### config.mk
export PLATFORM = sky130hd
export DESIGN_NAME = axi_mem_arbiter
export DESIGN_NICKNAME = d
export VERILOG_FILES = /design/src/rtl/axi_mem_arbiter.sv
export SDC_FILE = /design/constraint.sdc
export NUM_CORES = 1
export LEC_CHECK = 0
export ABC_CLOCK_PERIOD_IN_PS = 4100
export CELL_PAD_IN_SITES_DETAIL_PLACEMENT = 1
export CELL_PAD_IN_SITES_GLOBAL_PLACEMENT = 2
export CORE_MARGIN = 3
export CORE_UTILIZATION = 28
export CTS_BUF_LIST = sky130_fd_sc_hd__clkbuf_4
export CTS_CLUSTER_SIZE = 14
export DETAILED_ROUTE_END_ITERATION = 12
export PLACE_DENSITY_LB_ADDON = 0.1
export SYNTH_ARGS = -nofsm -noshare
export SYNTH_HDL_FRONTEND = slang
export SYNTH_SLANG_ARGS = --single-unit
### constraint.sdc
create_clock -name clk -period 4.1 [get_ports clk]
set_input_delay 0.615 -clock clk [delete_from_list [all_inputs] [get_ports clk]]
set_output_delay 0.615 -clock clk [all_outputs]
set_load 0.02 [all_outputs]
### src/rtl/axi_mem_arbiter.sv
// Round-robin arbiter sharing one axi_controller request port between two requesters.
// Request fields are latched at grant; a sticky watchdog flags transactions stalled on m_ready.
module axi_mem_arbiter #(
  parameter int TIMEOUT_CYCLES = 1024
) (
  input  logic        clk,
  input  logic        nrst,
  input  logic        p0_read,
  input  logic [1:0]  p0_write,
  input  logic [31:0] p0_addr,
  input  logic [31:0] p0_store,
  output logic        p0_ready,
  output logic [31:0] p0_load,
  input  logic        p1_read,
  input  logic [1:0]  p1_write,
  input  logic [31:0] p1_addr,
  input  logic [31:0] p1_store,
  output logic        p1_ready,
  output logic [31:0] p1_load,
  output logic        m_read,
  output logic [1:0]  m_write,
  output logic [31:0] m_addr,
  output logic [31:0] m_store,
  output logic        m_done,
  input  logic        m_ready,
  input  logic [31:0] m_load,
  input  logic        timeout_clear,
  output logic        timeout_flag
);

  localparam logic [1:0] ST_IDLE   = 2'b00;
  localparam logic [1:0] ST_GRANT0 = 2'b01;
  localparam logic [1:0] ST_GRANT1 = 2'b10;

  localparam int            CW       = (TIMEOUT_CYCLES < 2) ? 1 : $clog2(TIMEOUT_CYCLES + 1);
  localparam logic [CW-1:0] CNT_MAX  = CW'(TIMEOUT_CYCLES);
  localparam logic [CW-1:0] CNT_LAST = CW'(TIMEOUT_CYCLES - 1);
  localparam logic          WD_EN    = (TIMEOUT_CYCLES > 32'sd0);

  logic [1:0]    r_state;
  logic          r_last_grant;
  logic          r_m_read;
  logic [1:0]    r_m_write;
  logic [31:0]   r_m_addr;
  logic [31:0]   r_m_store;
  logic [CW-1:0] r_wd_cnt;
  logic          r_timeout_flag;
  logic [31:0]   r_p0_load;
  logic [31:0]   r_p1_load;

  logic [1:0] w_next_state;
  logic       w_p0_req;
  logic       w_p1_req;
  logic       w_granted;
  logic       w_start0;
  logic       w_start1;
  logic       w_p0_ready;
  logic       w_p1_ready;
  logic       w_wd_inc;
  logic       w_wd_hit;

  assign w_p0_req   = p0_read | (|p0_write);
  assign w_p1_req   = p1_read | (|p1_write);
  assign w_granted  = (r_state == ST_GRANT0) || (r_state == ST_GRANT1);
  assign w_start0   = (r_state == ST_IDLE) && (w_next_state == ST_GRANT0);
  assign w_start1   = (r_state == ST_IDLE) && (w_next_state == ST_GRANT1);
  assign w_p0_ready = m_ready && (r_state == ST_GRANT0);
  assign w_p1_ready = m_ready && (r_state == ST_GRANT1);
  assign w_wd_inc   = w_granted && !m_ready;
  assign w_wd_hit   = WD_EN && w_wd_inc && (r_wd_cnt == CNT_LAST);

  // Next-state logic: tie goes to the port opposite the last grant.
  always_comb begin
    w_next_state = r_state;
    case (r_state)
      ST_IDLE: begin
        if (w_p0_req && w_p1_req) begin
          w_next_state = r_last_grant ? ST_GRANT0 : ST_GRANT1;
        end else if (w_p0_req) begin
          w_next_state = ST_GRANT0;
        end else if (w_p1_req) begin
          w_next_state = ST_GRANT1;
        end else begin
          w_next_state = ST_IDLE;
        end
      end
      ST_GRANT0, ST_GRANT1: begin
        if (m_ready) begin
          w_next_state = ST_IDLE;
        end else begin
          w_next_state = r_state;
        end
      end
      default: w_next_state = ST_IDLE;
    endcase
  end

  // State and round-robin pointer.
  always_ff @(posedge clk or negedge nrst) begin
    if (!nrst) begin
      r_state      <= ST_IDLE;
      r_last_grant <= 1'b1;
    end else begin
      r_state <= w_next_state;
      if (w_start0) begin
        r_last_grant <= 1'b0;
      end else if (w_start1) begin
        r_last_grant <= 1'b1;
      end else begin
        r_last_grant <= r_last_grant;
      end
    end
  end

  // Request fields latched at grant so requesters may move on immediately.
  always_ff @(posedge clk or negedge nrst) begin
    if (!nrst) begin
      r_m_read  <= 1'b0;
      r_m_write <= 2'b00;
      r_m_addr  <= 32'h0000_0000;
      r_m_store <= 32'h0000_0000;
    end else if (w_start0) begin
      r_m_read  <= p0_read;
      r_m_write <= p0_write;
      r_m_addr  <= p0_addr;
      r_m_store <= p0_store;
    end else if (w_start1) begin
      r_m_read  <= p1_read;
      r_m_write <= p1_write;
      r_m_addr  <= p1_addr;
      r_m_store <= p1_store;
    end else if (w_granted && m_ready) begin
      r_m_read  <= 1'b0;
      r_m_write <= 2'b00;
      r_m_addr  <= 32'h0000_0000;
      r_m_store <= 32'h0000_0000;
    end else begin
      r_m_read  <= r_m_read;
      r_m_write <= r_m_write;
      r_m_addr  <= r_m_addr;
      r_m_store <= r_m_store;
    end
  end

  // Per-port read data hold registers.
  always_ff @(posedge clk or negedge nrst) begin
    if (!nrst) begin
      r_p0_load <= 32'h0000_0000;
      r_p1_load <= 32'h0000_0000;
    end else begin
      r_p0_load <= w_p0_ready ? m_load : r_p0_load;
      r_p1_load <= w_p1_ready ? m_load : r_p1_load;
    end
  end

  // Watchdog: flag fires once on the edge the saturating count reaches the limit.
  always_ff @(posedge clk or negedge nrst) begin
    if (!nrst) begin
      r_wd_cnt       <= {CW{1'b0}};
      r_timeout_flag <= 1'b0;
    end else begin
      if (w_start0 || w_start1) begin
        r_wd_cnt <= {CW{1'b0}};
      end else if (w_wd_inc && (r_wd_cnt != CNT_MAX)) begin
        r_wd_cnt <= r_wd_cnt + CW'(1);
      end else begin
        r_wd_cnt <= r_wd_cnt;
      end
      if (w_wd_hit) begin
        r_timeout_flag <= 1'b1;
      end else if (timeout_clear) begin
        r_timeout_flag <= 1'b0;
      end else begin
        r_timeout_flag <= r_timeout_flag;
      end
    end
  end

  assign m_read       = r_m_read;
  assign m_write      = r_m_write;
  assign m_addr       = r_m_addr;
  assign m_store      = r_m_store;
  assign m_done       = w_p0_ready | w_p1_ready;
  assign p0_ready     = w_p0_ready;
  assign p1_ready     = w_p1_ready;
  assign p0_load      = w_p0_ready ? m_load : r_p0_load;
  assign p1_load      = w_p1_ready ? m_load : r_p1_load;
  assign timeout_flag = r_timeout_flag;

endmodule
Word-level counts from Yosys, hierarchy flattened
Cells that the tools add are included.
- input port bits: 170
- word-level logic and storage cells: 65
- flip-flop bits (word level): 146
- reduce and logical (&&, ||, !) cells: 20
- bitwise operators: 3
- equal/unequal tests: 6
- $add $sub $neg: 1
- muxes and demuxes: 25
- operator list (kind ; count):
    $mux 32 ; 7
    $mux 11 ; 2
    $mux 2 ; 8
    $add 11x1->11 const B ; 1
    $eq 11x10->1 const B ; 1
    $ne 11x11->1 const B ; 1
    $logic_and 1x1->1 ; 9
    $mux 1 ; 7
    $reduce_bool 2->1 ; 3
    $reduce_or 2->1 ; 3
    $eq 2x1->1 const B ; 2
    $eq 2x2->1 const B ; 2
    $pmux 2 s2 ; 1
    $or 1x1->1 ; 3
    $reduce_bool 3->1 ; 1
    $logic_not 2->1 ; 1
    $logic_or 1x1->1 ; 2
    $logic_not 1->1 ; 1

Longest topological paths before layout
- word-level depth: 10
- mapped depth: 8
- depth with buffers taken out: 6

Worst setup path before layout
No wires, ideal clock.
- kind: register to register
- start point: register r_state[0]
- end point: register r_m_addr[0], in the netlist m_addr[0]
- clock period less this slack: 2.369 ns
- data arrival time: 2.243 ns
- slack: 1.731 ns
- buffers on the path: 2
- cell stages (with the launch flop): 9
- required time: 3.974 ns
- path through: dfrtp_1 > inv_1 > ha_1 > and3b_1 > a21o_1 > o41a_1 > buf_6 > buf_6 > a221o_1
- cells in the longest elaborated chain, start to end: 7
- ends and longest elaborated chain (item ; line ; text):
    from (decl) ; 40 ; logic [1:0] r_state;
    from (signal assigned) ; 104 ; r_state <= w_next_state;
    $eq 2x1->1 or $eq 2x2->1 (tied branches) ; 64, 75 ;
    $reduce_or 2->1 ; 75 ; case (r_state)
    $pmux 2 s2 ; 75 ;
    $eq 2x2->1 ; 66 ; assign w_start1 = (r_state == ST_IDLE) && (w_next_state == ST_GRANT1);
    $logic_and 1x1->1 ; 66 ;
    $mux 32 ; 127 ; end else if (w_start1) begin
    $mux 32 ; 122 ; end else if (w_start0) begin
    to (signal assigned) ; 125 ; r_m_addr <= p0_addr;
    to (signal assigned) ; 130 ; r_m_addr <= p1_addr;
    to (signal assigned) ; 140 ; r_m_addr <= r_m_addr;
    to (decl) ; 44 ; logic [31:0] r_m_addr;
Parallel ways exist; a longest one is shown, timed or not.
A chain may end at the register's enable or synchronous reset.

Worst setup path in the final report
- start point: register r_state[0]
- end point: output p1_load[3]
- cells in the longest elaborated chain, start to end: 3
- ends and longest elaborated chain (item ; line ; text):
    $eq 2x2->1 ; 68 ; assign w_p1_ready = m_ready && (r_state == ST_GRANT1);
    $logic_and 1x1->1 ; 68 ;
    $mux 32 ; 187 ; assign p1_load = w_p1_ready ? m_load : r_p1_load;
    to (decl) ; 19 ; output logic [31:0] p1_load,
No other way between the ends.

==> run metrics <==
Final Hold Violating Endpoints 0; root buffer cell clkbuf_4; dpl cell area around 9600 um2; CORE AREA ~22000 um2; drt total wl 22100 um; Finished Cell Area 9850 um2; number of flops mapped to enable cells by yosys 0; Avg Inst Size Synth roughly 13 um2; reg2reg end m_addr[31]; worst min-delay path category input pin to async pin; layout cell share with drive strength beyond 1 0.148; hold_buf cts 0; combinational share of power 0.572; final setup margin between 0.7 and 0.8 ns; Sw Share 0.405; post-route clock period utilization 0.824; Least-Margin Pin Slew 0.950 ns; DRT iter0 DRCs a little under 200; Placed Cells roughly 1000; post-route core utilization 0.450; Slew HR 0.367; CTS Buffer Depth 2; post-CTS setup buffers 0; Synth Instances 475; post-synthesis sequential area ratio 0.584; P_leak between 4 and 5 nW; Fillers 2338; initial core utilization 0.286; GRT Util Overall 0.180; Crit. End Element primary output; Final nets ~950; R2R depth 7; skew final about 0.023 ns; die area roughly 24000 um2; post-layout min period 3.38 ns; Mapped Area 6260 um2; wire per inst 20.7 um; Crit Path Class flip-flop to primary output; f_max just under 300 MHz; area added between synthesis and finish 57.4%; drt pass-1 iters 4; first-pass GRT wire length 33900 um; post-synthesis register bit count about 150; Seq pwr share 0.311; count of input and output buffers 304; Critical Path Sink p1_load[3]; Slew Viols, Final 0; DR vias about 5300; status completed; worst-skew pair later-pin latency between 0.5 and 0.6 ns; Async S/R FF share, synth 1.00; non-filler cells, final approximately 1100; worst-path fanout max 34; H-tree Lvls 4; Post-DP HPWL 16200 um; Psw roughly 3.0 mW; worst r2r src r_state[0]; Clk pwr share 0.117; CTS tree built; most common cell after layout, fill and taps aside clkdlybuf4s50_1; Most used DFF post-synth dfrtp_1; TNS Setup 0 ns; initial antenna violation count 1; Worst-path clk slew ~0.13 ns; clock sinks 146; syn_nets approximately 650; Critical Path Max Stage Delay between 0.5 and 0.6 ns; post_cts resized 0; Worst path slowest cell clkdlybuf4s50_1; Synth Warn # 0; Max Cap Viol 0; internal power around 4.4 mW; Critical path origin r_state[0]; chip height approximately 160 um; power density cells 742 nW/um2; Place WS about 0.73 ns; crit path cell chain inv_1, ha_1, nand2_1, buf_4, mux2_2, clkdlybuf4s50_1; GR Overflow Total 0; number of remaining DRC errors 0; largest net degree at the start of global routing slightly below 100; final setup fails 0; most frequent cells in the layout 303 x clkdlybuf4s50_1, 145 x dfrtp_1, 67 x and3_1; RSZ-0062 raised after global routing false; Peak supply drop about 0.27 mV; CP startpoint kind flip-flop; Yosys cell types 44; IO Pins around 310; chip width 156 um; reg2reg setup slack between 1 and 1.5 ns; worst path arrival time approximately 2.8 ns; # rows 54; CTS buffer count 17; ANT nets after route 0; Tot Pwr between 7 and 8 mW; Placer Congestion just under 0.8; vias in the first global route around 6000; Hold WS around 0.16 ns; CP required 3.48 ns; via/cell ratio roughly 5.0
## power groups by stage
stage / clock [mW] / combinational [mW] / sequential (mW)
after CTS: 0.913 / 4.25 / 2.28
final: 0.857 / 4.18 / 2.27
after detailed placement: 0 / 4.25 / 2.30
after global placement: 0 / 4.17 / 2.27
after floorplan: 0 / 2.11 / 2.52
after global routing: 0.964 / 4.49 / 2.34
## worst min-delay path by stage
stage | startpoint | endpoint | cells past startpoint
after CTS | nrst | r_wd_cnt[8] | 1
after detailed placement | r_p1_load[26] | r_p1_load[26] | 1
final | nrst | r_wd_cnt[8] | 1
after global routing | nrst | r_wd_cnt[8] | 1
after floorplan | nrst | m_addr[0] | 0
after global placement | r_p1_load[3] | r_p1_load[3] | 1
## worst max-delay path: cells and delay by family (launching register included)
family	cells	cell delay [ns]
buf+inv	3	1.09
flops	1	0.47
mux	1	0.40
fa+ha+maj	1	0.20
simple gates	1	0.06
## state kept, by name, summed over array words and instances, names as in the netlist
| register | cells |
|---|---|
| r_last_grant | 1 |
| r_wd_cnt | 11 |
| m_store | 32 |
| timeout_flag | 1 |
| r_state | 2 |
| m_read | 1 |
| r_p0_load | 32 |
| m_write | 2 |
| r_p1_load | 32 |
| m_addr | 32 |
## area by class of cell
type,count,area [um2],area share
Inverter,12,45.0,0.00457
Clock buffer,19,143,0.0145
Sequential cell,146,3650,0.371
Clock inverter,13,113,0.0114
Tap cell,280,350,0.0356
Timing Repair Buffer,315,3150,0.320
Antenna cell,1,2.50,0.000254
Multi-Input combinational cell,281,2390,0.243
## synth_stat cells, types with 6 or more instances
library cell	instances	area share
a21oi_1	6	0.0048
a221o_1	65	0.10
and3_1	67	0.067
buf_2	7	0.0056
buf_6	6	0.011
clkbuf_1	22	0.013
dfrtp_1	145	0.58
ha_1	6	0.012
inv_1	12	0.0072
mux2_2	64	0.12
nand2_1	8	0.0048
nor2_1	9	0.0054
o21ai_0	9	0.0072
## metal layers
| layer | vias up | share of wire | track usage | wire length (um) |
|---|---|---|---|---|
| met5 | - | 0 | 0 | 0 |
| met4 | 0 | 0.022 | 0.0592 | 480 |
| met3 | 23 | 0.091 | 0.0720 | 2020 |
| met2 | 217 | 0.49 | 0.304 | 10800 |
| met1 | 2655 | 0.40 | 0.208 | 8800 |
| li1 | 2409 | - | - | - |
## cell families after synthesis
logic type	Yosys count	share of synthesized area
adder cells (fa/ha/maj)	6	0.0120
XOR/XNOR	5	0.00700
AO/OA/AOI/OAI	94	0.135
AND/OR/NAND/NOR	111	0.107
multiplexers	65	0.117
flip-flops	146	0.584
buffers and inverters	48	0.0380
No activity file was read; power rests on OpenSTA's default activity.
